`src/rtl/tdm_pkg.sv`:
```
// Shared definitions for the 8-lane TDM serializer: lane count, slot-select
// width and the frame FSM state encoding.
package tdm_pkg;

  localparam int NUM_LANES = 8;
  localparam int SEL_W     = 3;

  typedef enum logic [1:0] {
    IDLE = 2'd0,
    SEND = 2'd1,
    DONE = 2'd2
  } tdm_state_e;

endpackage

```
`src/rtl/mux8to1.sv`:
```
// Combinational lane selector: picks one bit of the captured frame by slot.
module mux8to1
  import tdm_pkg::*;
(
  input  logic [NUM_LANES-1:0] i_data,
  input  logic [SEL_W-1:0]     i_sel,
  output logic                 o_d
);

  assign o_d = i_data[i_sel];

endmodule

```
`src/rtl/tdm_mux8_tx.sv`:
```
// TDM transmitter: captures 8 parallel lanes and sends them one slot at a
// time on d with a 3-bit slot select, each slot held for HOLD cycles.
module tdm_mux8_tx
  import tdm_pkg::*;
#(
  parameter int HOLD = 1,
  parameter bit CONT = 1'b0
) (
  input  logic                 clk,
  input  logic                 rst_n,
  input  logic [NUM_LANES-1:0] i,
  input  logic                 start,
  input  logic                 en,
  output logic                 d,
  output logic                 s0,
  output logic                 s1,
  output logic                 s2,
  output logic                 valid,
  output logic                 busy,
  output logic                 done,
  output logic [1:0]           o_dbg_state
);

  localparam logic [3:0] HOLD_M1 = 4'(HOLD - 1);

  tdm_state_e           r_state;
  logic [NUM_LANES-1:0] r_shadow;
  logic [SEL_W-1:0]     r_sel;
  logic [3:0]           r_hold;
  logic                 r_valid;
  logic                 r_busy;
  logic                 r_done;

  logic w_go;
  logic w_capture;
  logic w_mux_d;

  // DONE doubles as a capture point so back-to-back frames leave a single gap cycle.
  assign w_go      = CONT ? en : start;
  assign w_capture = w_go && ((r_state == IDLE) || (r_state == DONE));

  always_ff @(posedge clk or negedge rst_n) begin
    if (!rst_n) begin
      r_state  <= IDLE;
      r_shadow <= '0;
      r_sel    <= '0;
      r_hold   <= '0;
      r_valid  <= 1'b0;
      r_busy   <= 1'b0;
      r_done   <= 1'b0;
    end else if (w_capture) begin
      r_state  <= SEND;
      r_shadow <= i;
      r_sel    <= '0;
      r_hold   <= '0;
      r_valid  <= 1'b1;
      r_busy   <= 1'b1;
      r_done   <= 1'b0;
    end else begin
      case (r_state)
        IDLE: begin
          r_done <= 1'b0;
        end
        SEND: begin
          if (r_hold == HOLD_M1) begin
            r_hold <= '0;
            if (r_sel == SEL_W'(NUM_LANES - 1)) begin
              r_state <= DONE;
              r_sel   <= '0;
              r_valid <= 1'b0;
              r_busy  <= 1'b0;
              r_done  <= 1'b1;
            end else begin
              r_sel <= r_sel + 3'd1;
            end
          end else begin
            r_hold <= r_hold + 4'd1;
          end
        end
        DONE: begin
          r_state <= IDLE;
          r_done  <= 1'b0;
        end
        default: begin
          r_state <= IDLE;
        end
      endcase
    end
  end

  mux8to1 u_mux (
    .i_data (r_shadow),
    .i_sel  (r_sel),
    .o_d    (w_mux_d)
  );

  // The shadow keeps the last frame after it ends, so the line is gated off outside slots.
  assign d           = w_mux_d & r_valid;
  assign s0          = r_sel[0];
  assign s1          = r_sel[1];
  assign s2          = r_sel[2];
  assign valid       = r_valid;
  assign busy        = r_busy;
  assign done        = r_done;
  assign o_dbg_state = r_state;

endmodule
```
`config.mk`:
```
export PLATFORM = sky130hd
export DESIGN_NAME = tdm_mux8_tx
export DESIGN_NICKNAME = d
export VERILOG_FILES = /design/src/rtl/tdm_pkg.sv /design/src/rtl/mux8to1.sv /design/src/rtl/tdm_mux8_tx.sv
export SDC_FILE = /design/constraint.sdc
export NUM_CORES = 1
export LEC_CHECK = 0
export ABC_CLOCK_PERIOD_IN_PS = 1700
export BUFFER_PORTS_ARGS = -buffer_cell sky130_fd_sc_hd__buf_2
export CORE_UTILIZATION = 46
export DETAILED_ROUTE_END_ITERATION = 8
export GPL_TIMING_DRIVEN = 0
export PLACE_DENSITY = 0.79
export RECOVER_POWER = 50
export SLEW_MARGIN = 20
export SYNTH_ARGS = -nofsm -noshare
export SYNTH_HDL_FRONTEND = slang
export SYNTH_HIERARCHICAL = 1
export SYNTH_SLANG_ARGS = --single-unit
```
`constraint.sdc`:
```
create_clock -name clk -period 1.7 [get_ports clk]
set_clock_uncertainty 0.05 [all_clocks]
set_input_delay 0.34 -clock clk [delete_from_list [all_inputs] [get_ports clk]]
set_output_delay 0.34 -clock clk [all_outputs]
set_load 0.02 [all_outputs]
```
# Word level (Yosys, flattened, before mapping)

Index checks and enable logic that the tools add are counted.

Flip-flop bits (word level): 19
Input port bits: 12
Output and inout port bits: 9
Word-level logic and storage cells: 50

Add/sub/neg operators: 2
$lt $le $gt $ge: 1
Equal/unequal tests: 6
Muxes and demuxes: 21
Bitwise logic cells: 1
Reductions and logical operators: 13

Operators by type and width:

| operator                                                              | number |
|---|---|
| 3-bit two-way mux                                                     | 4 |
| 4-bit two-way mux                                                     | 3 |
| 3-bit AND reduction                                                   | 3 |
| 1-bit two-way mux                                                     | 8 |
| 2-bit two-way mux                                                     | 3 |
| 3-bit inequality test, second input constant                          | 2 |
| 2-bit nonzero test                                                    | 3 |
| 4-bit by 1-bit adder with 4-bit output, second input constant         | 1 |
| 4-bit zero test                                                       | 1 |
| 3-bit by 4-bit < comparator with 1-bit output, second input constant  | 1 |
| 2-bit case mux with 2 select lines                                    | 1 |
| 3-bit by 1-bit adder with 3-bit output, second input constant         | 1 |
| 1-bit binary-select mux with 3-bit select                             | 1 |
| 3-bit equality test, second input constant                            | 1 |
| 3-bit nonzero test                                                    | 1 |
| 2-bit by 1-bit equality test with 1-bit output, second input constant | 1 |
| 2-bit equality test, second input constant                            | 1 |
| 2-bit zero test                                                       | 1 |
| 2-bit inequality test, second input constant                          | 1 |
| 1-bit case mux with 2 select lines                                    | 1 |
| 2-bit AND reduction                                                   | 1 |
| 2-bit OR reduction                                                    | 1 |
| 1-bit bitwise AND                                                     | 1 |
| 1-bit logical AND                                                     | 1 |
| 1-bit logical OR                                                      | 1 |

# Longest topological paths before layout

Gate-level depths: netlist (run 1).

Depth in word-level cells: 5
Gate-level depth with buffers: 5
Mapped depth without buffers: 5

# By module

The synthesis (run 1) kept the hierarchy.

Modules (own cells, without submodules):

| module      | instances | cells an instance | area each (sq um) | seq. area each (sq um) |
|---|---|---|---|---|
| tdm_mux8_tx | 1         | 88                | 863.3             | 475.5 |
| mux8to1     | 1         | 3                 | 63.8              | 0.0 |

# Worst setup path after synthesis (run 1)

No wires, ideal clock.

Kind: flip-flop to output port
From: reg r_sel[0]
To: out d
Arrival time: 1.554 ns
Required time: 1.310 ns
Path slack: -0.244 ns
Stages on the path, launching flop included: 4
Path buffers: 0
Path through: dfrtp_1 mux4_1 mux2_2 and2_1

Word-level cells in the longest chain between the ends: 3

RTL lines:

| element                                   | RTL line          | source |
|---|---|---|
| start: declaration                        | tdm_mux8_tx.sv:28 | `logic [SEL_W-1:0] r_sel;` |
| start signal: assignment                  | tdm_mux8_tx.sv:74 | `r_sel <= r_sel + 3'd1;` |
| 1-bit binary-select mux with 3-bit select | mux8to1.sv:10     | `assign o_d = i_data[i_sel];` |
| 1-bit two-way mux (not written as such)   | mux8to1.sv:10     |  |
| via w_mux_d                               | tdm_mux8_tx.sv:36 | `logic w_mux_d;` |
| 1-bit bitwise AND                         | tdm_mux8_tx.sv:98 | `assign d = w_mux_d & r_valid;` |
| end: declaration                          | tdm_mux8_tx.sv:14 | `output logic d,` |

The timed path passes the listed nets, and every way through them passes these cells. The select of a mux whose other input is x is not followed.

# Worst setup path after layout (run 1)

Ends and elaborated chain as after synthesis.

==> key figures, run 1 <==
Synth
  – Synthesized area per cell: 10.2 um^2
  – Post-synth top flop: dfrtp_1
  – Gate Count Post-Synth: 91
  – Post-synth EDFFs: 0
  – Syn_nets: 107
  – Yosys warning count: 6
  – Ys async rst share: 1.00
  – Sequential element share of the synthesized area: 0.513
  – Unique cell type count in the Yosys netlist: 25
  – FF+latch count, synth: 19
  – Post-Syn Area: 927 um^2

Place
  – IO buf count: 19
  – Gpl congestion: 0.693
  – Placed Instances: 135
  – DP Area: 0.00105 mm^2
  – Post-DP HPWL: 1250 um

Setup path
  – Req. time, crit path: 1.31 ns
  – Worst path bufs/invs: 1
  – Crit-path slowest cell: mux4_2
  – CP startpoint kind: flop
  – Crit path DAT: 1.75 ns
  – Biggest cell delay along the critical path: 0.50 ns
  – Cell family with most CP delay: multiplexers
  – Register-to-Register Path Depth: 5
  – FF-to-FF End: r_sel[0]
  – CP Max Fanout: 3
  – CP Class: reg2out
  – Flop2flop setup slack: 0 ns
  – CP Cell Sequence: mux4_2 -> mux2_4 -> and2_4 -> buf_6
  – R2R Path Start: r_hold[1]
  – Worst Setup End Kind: output port

STA
  – Fin. max-slew vios: 0
  – # setup viols final: 2
  – Worst Max-Slew Pin Slew: 0.992 ns
  – Final Hold Fails: 0
  – Post-layout min period: 2.14 ns
  – Achievable frequency: 0.468 GHz
  – Part of the cycle the worst path needs: 1.26
  – Slew Limit Headroom: 0.339
  – RSZ-0062 raised after global routing: true
  – Setup TNS: -0.440 ns
  – Final WS setup: -0.436 ns

Floorplanning
  – IO Pins: 21
  – Core area: 0.00180 mm^2
  – Row count: 15
  – Die Width: 46.9 um
  – Total die area: 0.00220 mm^2
  – Chip height: 46.9 um
  – Initial Util: 0.515

Route
  – Number of vias per cell: 4.77
  – Residual DRC count: 0
  – Vias: 677
  – Iter 0 DRT Violations: 7
  – WL/cell: 11.9 um
  – Routed WL: 1690 um
  – Routed Antenna Nets: 0
  – Drt pass-1 iters: 4

Min path
  – HP Class: in2reg
  – WHS Path Cells: 3
  – Hold Crit Start: i[6]
  – Min-Delay Endpoint: r_shadow[6]

GRT
  – Initial antenna violation count: 0
  – Total routing usage reported by global routing: 0.176
  – Number of global-route vias before repair: 588
  – Largest net degree at the start of global routing: 20
  – First-pass GRT wire length: 2640 um
  – Gr ovfl total: 0

Final layout
  – Share of cells above drive strength 1: 0.291
  – Area grow syn2layout: 20.8%
  – Final std cells w/o fill: 142
  – Nets: 134
  – Ant diodes: 0
  – Final Cell Area: 0.00112 mm^2

CTS
  – H-tree lvl count: 1
  – Clock Path Buffers: 2
  – Cts bufs inserted: 3
  – Clock transition at the registers of the reported paths: 0.11 ns
  – Worst-Skew Late Latency: 0.29 ns
  – TritonCTS Sinks: 19
  – CTS tree: yes
  – CTS root buf: clkbuf_4

Flow run
  – Max-cap violations: 0

Power and ir drop
  – Switching power total: 737 uW
  – Clock group share of total power: 0.115
  – Leakage: 0.591 nW
  – VDD IR-drop max: 0.000998 V
  – Combinational Power Share: 0.489
  – Internal cell power: 1.16 mW
  – Sequential Power Share: 0.396
  – Power Dens Cells: 1700 mW/mm^2
  – Sw Share: 0.388

Status
  – Status: finished with violations
  – Failing checks: setup timing
-- cell usage in the layout (no fill, tap or decap), types with 2 or more instances in the layout --
| cell type | Yosys | layout |
|---|---|---|
| o31ai_1 | 2 | 2 |
| nand2_1 | 29 | 29 |
| buf_4 | 1 | 3 |
| mux4_2 | 0 | 2 |
| buf_2 | 1 | 16 |
| clkbuf_1 | 2 | 6 |
| dfrtp_1 | 19 | 18 |
| a21o_1 | 2 | 2 |
| o21ai_0 | 3 | 2 |
| ha_2 | 0 | 2 |
| nand2b_1 | 2 | 2 |
| mux2i_1 | 3 | 3 |
| ha_1 | 4 | 2 |
| nand3_1 | 3 | 3 |
| clkbuf_4 | 0 | 3 |
| inv_1 | 5 | 5 |
-- metrics by stage --
step                      hold slack (ns)  setup WS [ns]   util  power [mW]
after floorplan                  -0.00559        -0.0887      -        1.36
after global placement              0.250         -0.190  0.583        1.56
after detailed placement            0.252         -0.204  0.583        1.61
after CTS                           0.177         -0.465  0.614        1.92
after global routing                0.184         -0.495  0.622        2.05
final                               0.188         -0.436  0.622        1.90
-- worst register-to-register path: stages, from the launching register on --
cell and delay (ns):
dfrtp_1 0.43, inv_1 0.10, ha_2 0.19, or3b_1 0.38, or4_1 0.40, o21ai_1 0.08
-- worst max path at each step --
stage,start,end,slack (ns),depth (start not counted)
after global routing,r_sel[0],d,-0.49,4
after global placement,r_sel[0],d,-0.19,4
after detailed placement,r_sel[0],d,-0.20,4
final,r_sel[0],d,-0.44,4
after floorplan,r_sel[0],d,-0.09,3
after CTS,r_sel[0],d,-0.47,4
-- power groups by stage --
stage | logic (mW) | registers, mW | clock network, mW
CTS | 0.932 | 0.753 | 0.230
finish | 0.929 | 0.752 | 0.219
global placement | 0.807 | 0.754 | 0
detailed placement | 0.839 | 0.768 | 0
global route | 1.03 | 0.775 | 0.246
floorplan | 0.542 | 0.818 | 0
-- final cells by class --
cell class | instances | area (um^2)
Sequential cell | 19 | 477
Tap cell | 25 | 31.3
Timing Repair Buffer | 22 | 123
Multi-Input combinational cell | 63 | 424
Clock buffer | 4 | 26.3
Buffer | 4 | 20.0
Inverter | 5 | 18.8
Fill cell | 167 | 682
-- cell usage after synthesis (2+ instances only) --
library cell,count,share of area
mux2_2,2,0.024
dfrtp_1,19,0.51
clkbuf_1,2,0.0081
nor3_1,2,0.011
ha_1,4,0.054
mux4_1,2,0.057
nand2b_1,2,0.013
mux2i_1,3,0.032
nand2_1,29,0.12
a21o_1,2,0.016
nand3_1,3,0.016
inv_1,5,0.020
o21ai_0,3,0.016
o31ai_1,2,0.016
-- metal layers --
layer  up-vias  share of wire  GRT usage
li1        353              -          -
met1       311           0.49      0.259
met2        11           0.48      0.267
met3         2          0.022     0.0231
met4         0         0.0059     0.0686
met5         -              0          0
-- kinds of logic (layout without fill, tap and decap cells) --
logic type	Yosys count	count (layout)	share of synthesized area
AND/OR/NAND/NOR	43	43	0.209
flip-flops	19	19	0.513
buffers and inverters	9	35	0.0418
AO/OA/AOI/OAI	8	8	0.0594
multiplexers	7	7	0.113
adder cells (fa/ha/maj)	4	4	0.0540
XOR/XNOR	1	1	0.00945
-- sequential cells by signal, summed over array words and instances, names as in the netlist --
name / flops
busy: 1
done: 1
o_dbg_state: 2
r_hold: 4
r_sel: 3
r_shadow: 8
-- timing repair --
| action | in CTS | in global routing |
|---|---|---|
| pin swaps | 1 | 0 |
| setup buffers | 1 | 1 |
| endpoints found under the hold margin | 19 | 0 |
| setup endpoints to repair | 1 | 5 |
| gates resized for setup | 5 | 3 |
| hold buffers | 1 | 0 |
Note: power is estimated with default switching activity, not from simulation.
==> run 2: changes to the inputs <==
--- a/config.mk
+++ b/config.mk
@@ -7,6 +7,7 @@
 export LEC_CHECK = 0
 export ABC_CLOCK_PERIOD_IN_PS = 1700
 export BUFFER_PORTS_ARGS = -buffer_cell sky130_fd_sc_hd__buf_2
+export CAP_MARGIN = 20
 export CORE_UTILIZATION = 46
 export DETAILED_ROUTE_END_ITERATION = 8
 export GPL_TIMING_DRIVEN = 0
@@ -15,5 +16,4 @@
 export SLEW_MARGIN = 20
 export SYNTH_ARGS = -nofsm -noshare
 export SYNTH_HDL_FRONTEND = slang
-export SYNTH_HIERARCHICAL = 1
 export SYNTH_SLANG_ARGS = --single-unit
==> run 2 against run 1 <==
Compared with the run above:
- the flow still finishes with violations (setup timing)
- worst setup slack improved by 0.25 ns
- routed wire length grew 6.9%
- core utilization grew 2.4 points
- flip-flop and latch count is the same
- via count is 10% higher
- sequential share of layout area shrank 1.9 points
- register-to-register slack got worse by 0.05 ns
- combinational power grew 12%
- maximum frequency rose by 13%
- critical path type unchanged
- critical endpoint unchanged
- largest power group unchanged
- highest routed layer unchanged
==> key figures, run 2 <==
Final layout
  – Most flops, register: r_shadow
  – Area grow syn2layout: 25.4%
  – Max FFs per register: 8
  – Final Cell Area: 0.00117 mm^2
  – Final std cells w/o fill: 151
  – Most common cell after layout, fill and taps aside: nand2_1
  – Biggest regs: r_shadow (8), r_hold (4), r_sel (3)
  – Ant diodes: 0
  – Fill cell count: 167
  – Share of cells above drive strength 1: 0.325
  – Commonest non-fill, non-tap cells in the layout: nand2_1 (28), dfrtp_1 (17), buf_2 (15), clkbuf_1 (7), buf_4 (7)
  – Nets: 143

Min path
  – WHS Path Cells: 3
  – HP Class: in2reg

Synth
  – Post-synth top flop: dfrtp_1
  – Most common cell in the netlist: nand2_1
  – Yosys warning count: 0
  – FF+latch count, synth: 19
  – Post-synth top area share: 0.507
  – Ys async rst share: 1.00
  – Sequential element share of the synthesized area: 0.507
  – Gate Count Post-Synth: 97
  – Syn_nets: 113
  – Synthesized area per cell: 9.66 um^2
  – Unique cell type count in the Yosys netlist: 26
  – Post-Syn Area: 937 um^2
  – Synth top cells by count: nand2_1 (28), dfrtp_1 (19), inv_1 (5)
  – Post-synth EDFFs: 0
  – Biggest area consumer among synthesized cells: dfrtp_1
  – Synth area leaders: dfrtp_1 (51%), nand2_1 (11%), ha_1 (5.3%)

Power and ir drop
  – Switching power total: 835 uW
  – Sw Share: 0.406
  – VDD IR-drop max: 0.000806 V
  – Internal cell power: 1.22 mW
  – Power Total: 2.06 mW
  – Sequential Power Share: 0.384
  – Power Dens Cells: 1750 mW/mm^2
  – Combinational Power Share: 0.506
  – Clock group share of total power: 0.110
  – Leakage: 0.574 nW

STA
  – Final Hold Fails: 0
  – Achievable frequency: 0.531 GHz
  – # setup viols final: 2
  – Part of the cycle the worst path needs: 1.11
  – RSZ-0062 raised after global routing: true
  – Fin. max-slew vios: 0
  – Final WS setup: -0.183 ns
  – Setup TNS: -0.234 ns
  – Post-layout min period: 1.88 ns
  – Worst Max-Slew Pin Slew: 0.983 ns
  – Slew Limit Headroom: 0.345

Floorplanning
  – IO Pins: 21
  – Chip height: 47.1 um
  – Die Width: 47.1 um
  – Initial Util: 0.515
  – Total die area: 0.00222 mm^2
  – Row count: 15
  – Core area: 0.00182 mm^2

CTS
  – Cts bufs inserted: 3
  – Clock transition at the registers of the reported paths: 0.10 ns
  – Worst-Skew Late Latency: 0.29 ns
  – TritonCTS Sinks: 19
  – CTS root buf: clkbuf_4
  – Clock Path Buffers: 2
  – H-tree lvl count: 1
  – CTS tree: yes

GRT
  – Met2 Track Usage GR: 0.292
  – M1 GR Usage: 0.258
  – Met3 Resource Use GR: 0.0346
  – Initial antenna violation count: 0
  – Grt peak-use layer: met2
  – Number of global-route vias before repair: 662
  – First-pass GRT wire length: 2830 um
  – Gr ovfl total: 0
  – Largest net degree at the start of global routing: 20
  – Total routing usage reported by global routing: 0.186

Route
  – Iter 0 DRT Violations: 11
  – Number of vias per cell: 4.94
  – WL/cell: 12.0 um
  – Drt pass-1 iters: 4
  – Routed Antenna Nets: 0
  – Vias: 746
  – Residual DRC count: 0
  – Routed WL: 1810 um

Place
  – Placed Instances: 141
  – DP Area: 0.00107 mm^2
  – IO buf count: 19
  – Gpl congestion: 0.805
  – Post-DP HPWL: 1260 um

Status
  – Failing checks: setup timing
  – Status: finished with violations

Setup path
  – CP startpoint kind: flop
  – Register-to-Register Path Depth: 5
  – Crit path DAT: 1.49 ns
  – Req. time, crit path: 1.31 ns
  – Worst Setup End Kind: output port
  – CP Class: reg2out
  – CP Max Fanout: 2

Flow run
  – Max-cap violations: 0
[run 2: path summary, 6_finish.rpt]
check | from | endpoint | slack (ns)
max | r_sel[1] | d | -0.18
max in group asynchronous | rst_n | r_sel[2] | 0.28
min reg2reg | r_shadow[4] | r_shadow[4] | 0.43
max reg2reg | r_hold[0] | r_sel[0] | -0.05
min | i[1] | r_shadow[1] | 0.18
min in group asynchronous | rst_n | r_hold[1] | 0.66
[run 2: logic make-up (layout without fill, tap and decap cells)]
| logic type | Yosys count | count (layout) | share of synthesized area |
|---|---|---|---|
| AOI/OAI and AO/OA | 12 | 12 | 0.0828 |
| adders and majority gates | 4 | 4 | 0.0534 |
| buffers and inverters | 9 | 38 | 0.0401 |
| DFF | 19 | 19 | 0.507 |
| muxes | 6 | 6 | 0.0801 |
| and+or+nand+nor | 47 | 47 | 0.236 |
[run 2: layout make-up]
| cell class | count | area, um^2 | share of cell area |
|---|---|---|---|
| clock buffer | 4 | 26.3 | 0.0224 |
| buffer | 4 | 18.8 | 0.0160 |
| sequential | 19 | 478 | 0.407 |
| tap | 25 | 31.3 | 0.0266 |
| timing repair buffer | 25 | 141 | 0.120 |
| inverter | 5 | 18.8 | 0.0160 |
| multi-input combinational | 69 | 460 | 0.392 |
[run 2: through the flow]
stage,utilization,worst slack [ns],hold slack (ns)
final,0.645,-0.183,0.183
after global placement,0.588,-0.0480,0.245
after detailed placement,0.588,-0.0977,0.248
after global routing,0.645,-0.249,0.176
after CTS,0.638,-0.191,0.176
after floorplan,-,0.0294,-0.00559
[run 2: worst max-delay path, stage by stage, from the launching register on]
cell and delay (ns):
dfrtp_2 0.39, mux4_2 0.50, nor2_2 0.10, a311oi_2 0.04
buf_4 0.17
[run 2: power groups by stage]
| stage | Clock [mW] | Sequential (mW) | Combinational [mW] |
|---|---|---|---|
| 2_1_floorplan | 0 | 0.835 | 0.624 |
| 3_3_place_gp | 0 | 0.803 | 0.856 |
| 3_5_place_dp | 0 | 0.819 | 0.883 |
| 4_1_cts | 0.231 | 0.791 | 1.01 |
| 5_1_grt | 0.251 | 0.821 | 1.17 |
| 6_report | 0.225 | 0.790 | 1.04 |
[run 2: per-layer routing]
layer / share of wire / vias up
met5: 0 / -
li1: - / 385
met3: 0.024 / 2
met4: 0.0066 / 0
met2: 0.48 / 9
met1: 0.49 / 350
[run 2: what timing repair did]
| action | CTS | global route |
|---|---|---|
| buffers inserted | 5 | 0 |
| gates resized for setup | 9 | 3 |
| pin swaps | 2 | 2 |
| hold buffers | 1 | 0 |
| endpoints found under the setup margin | 5 | 2 |
| hold endpoints to repair | 19 | 0 |
==> run 3: changes to the inputs <==
--- a/config.mk
+++ b/config.mk
@@ -17,3 +17,4 @@
 export SYNTH_ARGS = -nofsm -noshare
 export SYNTH_HDL_FRONTEND = slang
 export SYNTH_SLANG_ARGS = --single-unit
+export TNS_END_PERCENT = 10
==> constraint.sdc (replaced) <==
create_clock -name clk -period 1.7 [get_ports clk]
set_clock_uncertainty 0.05 [all_clocks]
set_input_delay 0.255 -clock clk [delete_from_list [all_inputs] [get_ports clk]]
set_output_delay 0.255 -clock clk [all_outputs]
set_load 0.02 [all_outputs]
==> run 3 against run 2 <==
Compared with the run above:
- the run still ends with setup timing left
- sequential share of layout area increased by 1.4 points
- sequential power increased by 0.5%
- clock-buffer cell count unchanged
- register-to-register slack about the same
- power decreased by 3.9%
- critical path type unchanged
- via count decreased by 3.5%
- clock power about the same
- critical path depth unchanged
- design area decreased by 3.4%
==> key figures, run 3 (same netlist as run 2, synthesis figures left out) <==
GRT
  – Initial antenna violation count: 0
  – Gr ovfl total: 0
  – First-pass GRT wire length: 2780 um
  – Number of global-route vias before repair: 644
  – Total routing usage reported by global routing: 0.183
  – Largest net degree at the start of global routing: 20

Setup path
  – Flop2flop setup slack: -0.05 ns
  – CP Max Fanout: 2
  – R2R Path Start: r_hold[1]
  – Crit path DAT: 1.49 ns
  – Worst Setup End Kind: output port
  – Crit-path slowest cell: mux4_2
  – Worst path bufs/invs: 1
  – Biggest cell delay along the critical path: 0.50 ns
  – Register-to-Register Path Depth: 5
  – CP Class: reg2out
  – Req. time, crit path: 1.39 ns
  – CP Cell Sequence: mux4_2 -> nor2_2 -> a311oi_2 -> buf_4
  – FF-to-FF End: r_sel[0]
  – CP startpoint kind: flop
  – Cell family with most CP delay: multiplexers

STA
  – Slew Limit Headroom: 0.343
  – Worst Max-Slew Pin Slew: 0.985 ns
  – Part of the cycle the worst path needs: 1.06
  – Final Hold Fails: 0
  – Final WS setup: -0.0964 ns
  – # setup viols final: 2
  – Final Hold Slack: 0.101 ns
  – RSZ-0062 raised after global routing: true
  – Fin. max-slew vios: 0
  – Achievable frequency: 0.557 GHz
  – Post-layout min period: 1.80 ns
  – Setup TNS: -0.143 ns

Power and ir drop
  – Power Dens Cells: 1740 mW/mm^2
  – Leakage: 0.552 nW
  – Clock group share of total power: 0.114
  – Sequential Power Share: 0.402
  – Sw Share: 0.406
  – VDD IR-drop max: 0.000715 V
  – Power Total: 1.98 mW
  – Combinational Power Share: 0.485
  – Switching power total: 802 uW
  – Internal cell power: 1.17 mW

Place
  – DP Area: 0.00107 mm^2
  – Post-DP HPWL: 1260 um
  – Gpl congestion: 0.805
  – Place WS: -0.0977 ns
  – Placed Instances: 141
  – IO buf count: 19

Floorplanning
  – Core area: 0.00182 mm^2
  – Row count: 15
  – IO Pins: 21
  – Die Width: 47.1 um
  – Total die area: 0.00222 mm^2
  – Initial Util: 0.515
  – Chip height: 47.1 um

Min path
  – Hold Crit Start: i[1]
  – Min-Delay Endpoint: r_shadow[1]
  – WHS Path Cells: 3
  – HP Class: in2reg

Final layout
  – Final std cells w/o fill: 148
  – Area grow syn2layout: 21.1%
  – Nets: 140
  – Ant diodes: 0
  – Commonest non-fill, non-tap cells in the layout: nand2_1 (28), dfrtp_1 (17), buf_2 (14), clkbuf_1 (8)
  – Most common cell after layout, fill and taps aside: nand2_1
  – Share of cells above drive strength 1: 0.285
  – Most flops, register: r_shadow
  – Biggest regs: r_shadow (8), r_hold (4), r_sel (3)
  – Max FFs per register: 8
  – Final Core Density: 0.623
  – Final Cell Area: 0.00113 mm^2

Route
  – Vias: 720
  – Number of vias per cell: 4.86
  – Routed WL: 1700 um
  – Residual DRC count: 0
  – Iter 0 DRT Violations: 8
  – Routed Antenna Nets: 0
  – WL/cell: 11.5 um
  – Drt pass-1 iters: 4

Status
  – Failing checks: setup timing
  – Status: finished with violations

CTS
  – Worst-Skew Late Latency: 0.29 ns
  – CTS tree: yes
  – Clock Path Buffers: 2
  – H-tree lvl count: 1
  – Cts bufs inserted: 3
  – TritonCTS Sinks: 19
  – Clock transition at the registers of the reported paths: 0.10 ns
  – CTS root buf: clkbuf_4

Flow run
  – Max-cap violations: 0
## run 3: cell type report
cell class,count,area (um^2)
buffer,4,18.8
clock buffer,4,26.3
fill,172,686
inverter,5,18.8
multi-input combinational,69,444
sequential,19,478
tap,25,31.3
timing repair buffer,22,118
## run 3: worst reg2reg max path: stages, from the launching register on
cell and delay, ns:
dfrtp_1 0.42, inv_1 0.09, ha_1 0.16, or3b_4 0.40, or4_1 0.44, a21oi_2 0.13
## run 3: routing by layer
metal	global-route usage	vias up	wire length (um)
met5	0	-	0
met4	0.0686	0	12
met3	0.0346	2	32
met2	0.281	7	779
met1	0.258	331	877
li1	-	380	-
## run 3: worst max-delay path by stage
stage               startpoint        endpoint  slack, ns  cells after the start
floorplan             r_sel[1]        r_sel[0]       0.03                      4
global placement     r_hold[0]  o_dbg_state[0]      -0.05                      5
detailed placement   r_hold[0]  o_dbg_state[0]       -0.1                      5
CTS                   r_sel[1]               d      -0.11                      4
global route          r_sel[1]               d      -0.16                      4
finish                r_sel[1]               d       -0.1                      4
## run 3: repair_timing
item / CTS / global route
endpoints found under the hold margin: 19 / 0
setup endpoints to repair: 5 / 2
gates resized for setup: 6 / 2
setup buffers: 2 / 0
hold buffers: 1 / 0
## run 3: power groups by stage
stage | Clock [mW] | Combinational, mW | Sequential [mW]
floorplan | 0 | 0.624 | 0.835
global placement | 0 | 0.856 | 0.803
detailed placement | 0 | 0.883 | 0.819
CTS | 0.231 | 0.957 | 0.796
global route | 0.251 | 1.08 | 0.827
finish | 0.224 | 0.957 | 0.794
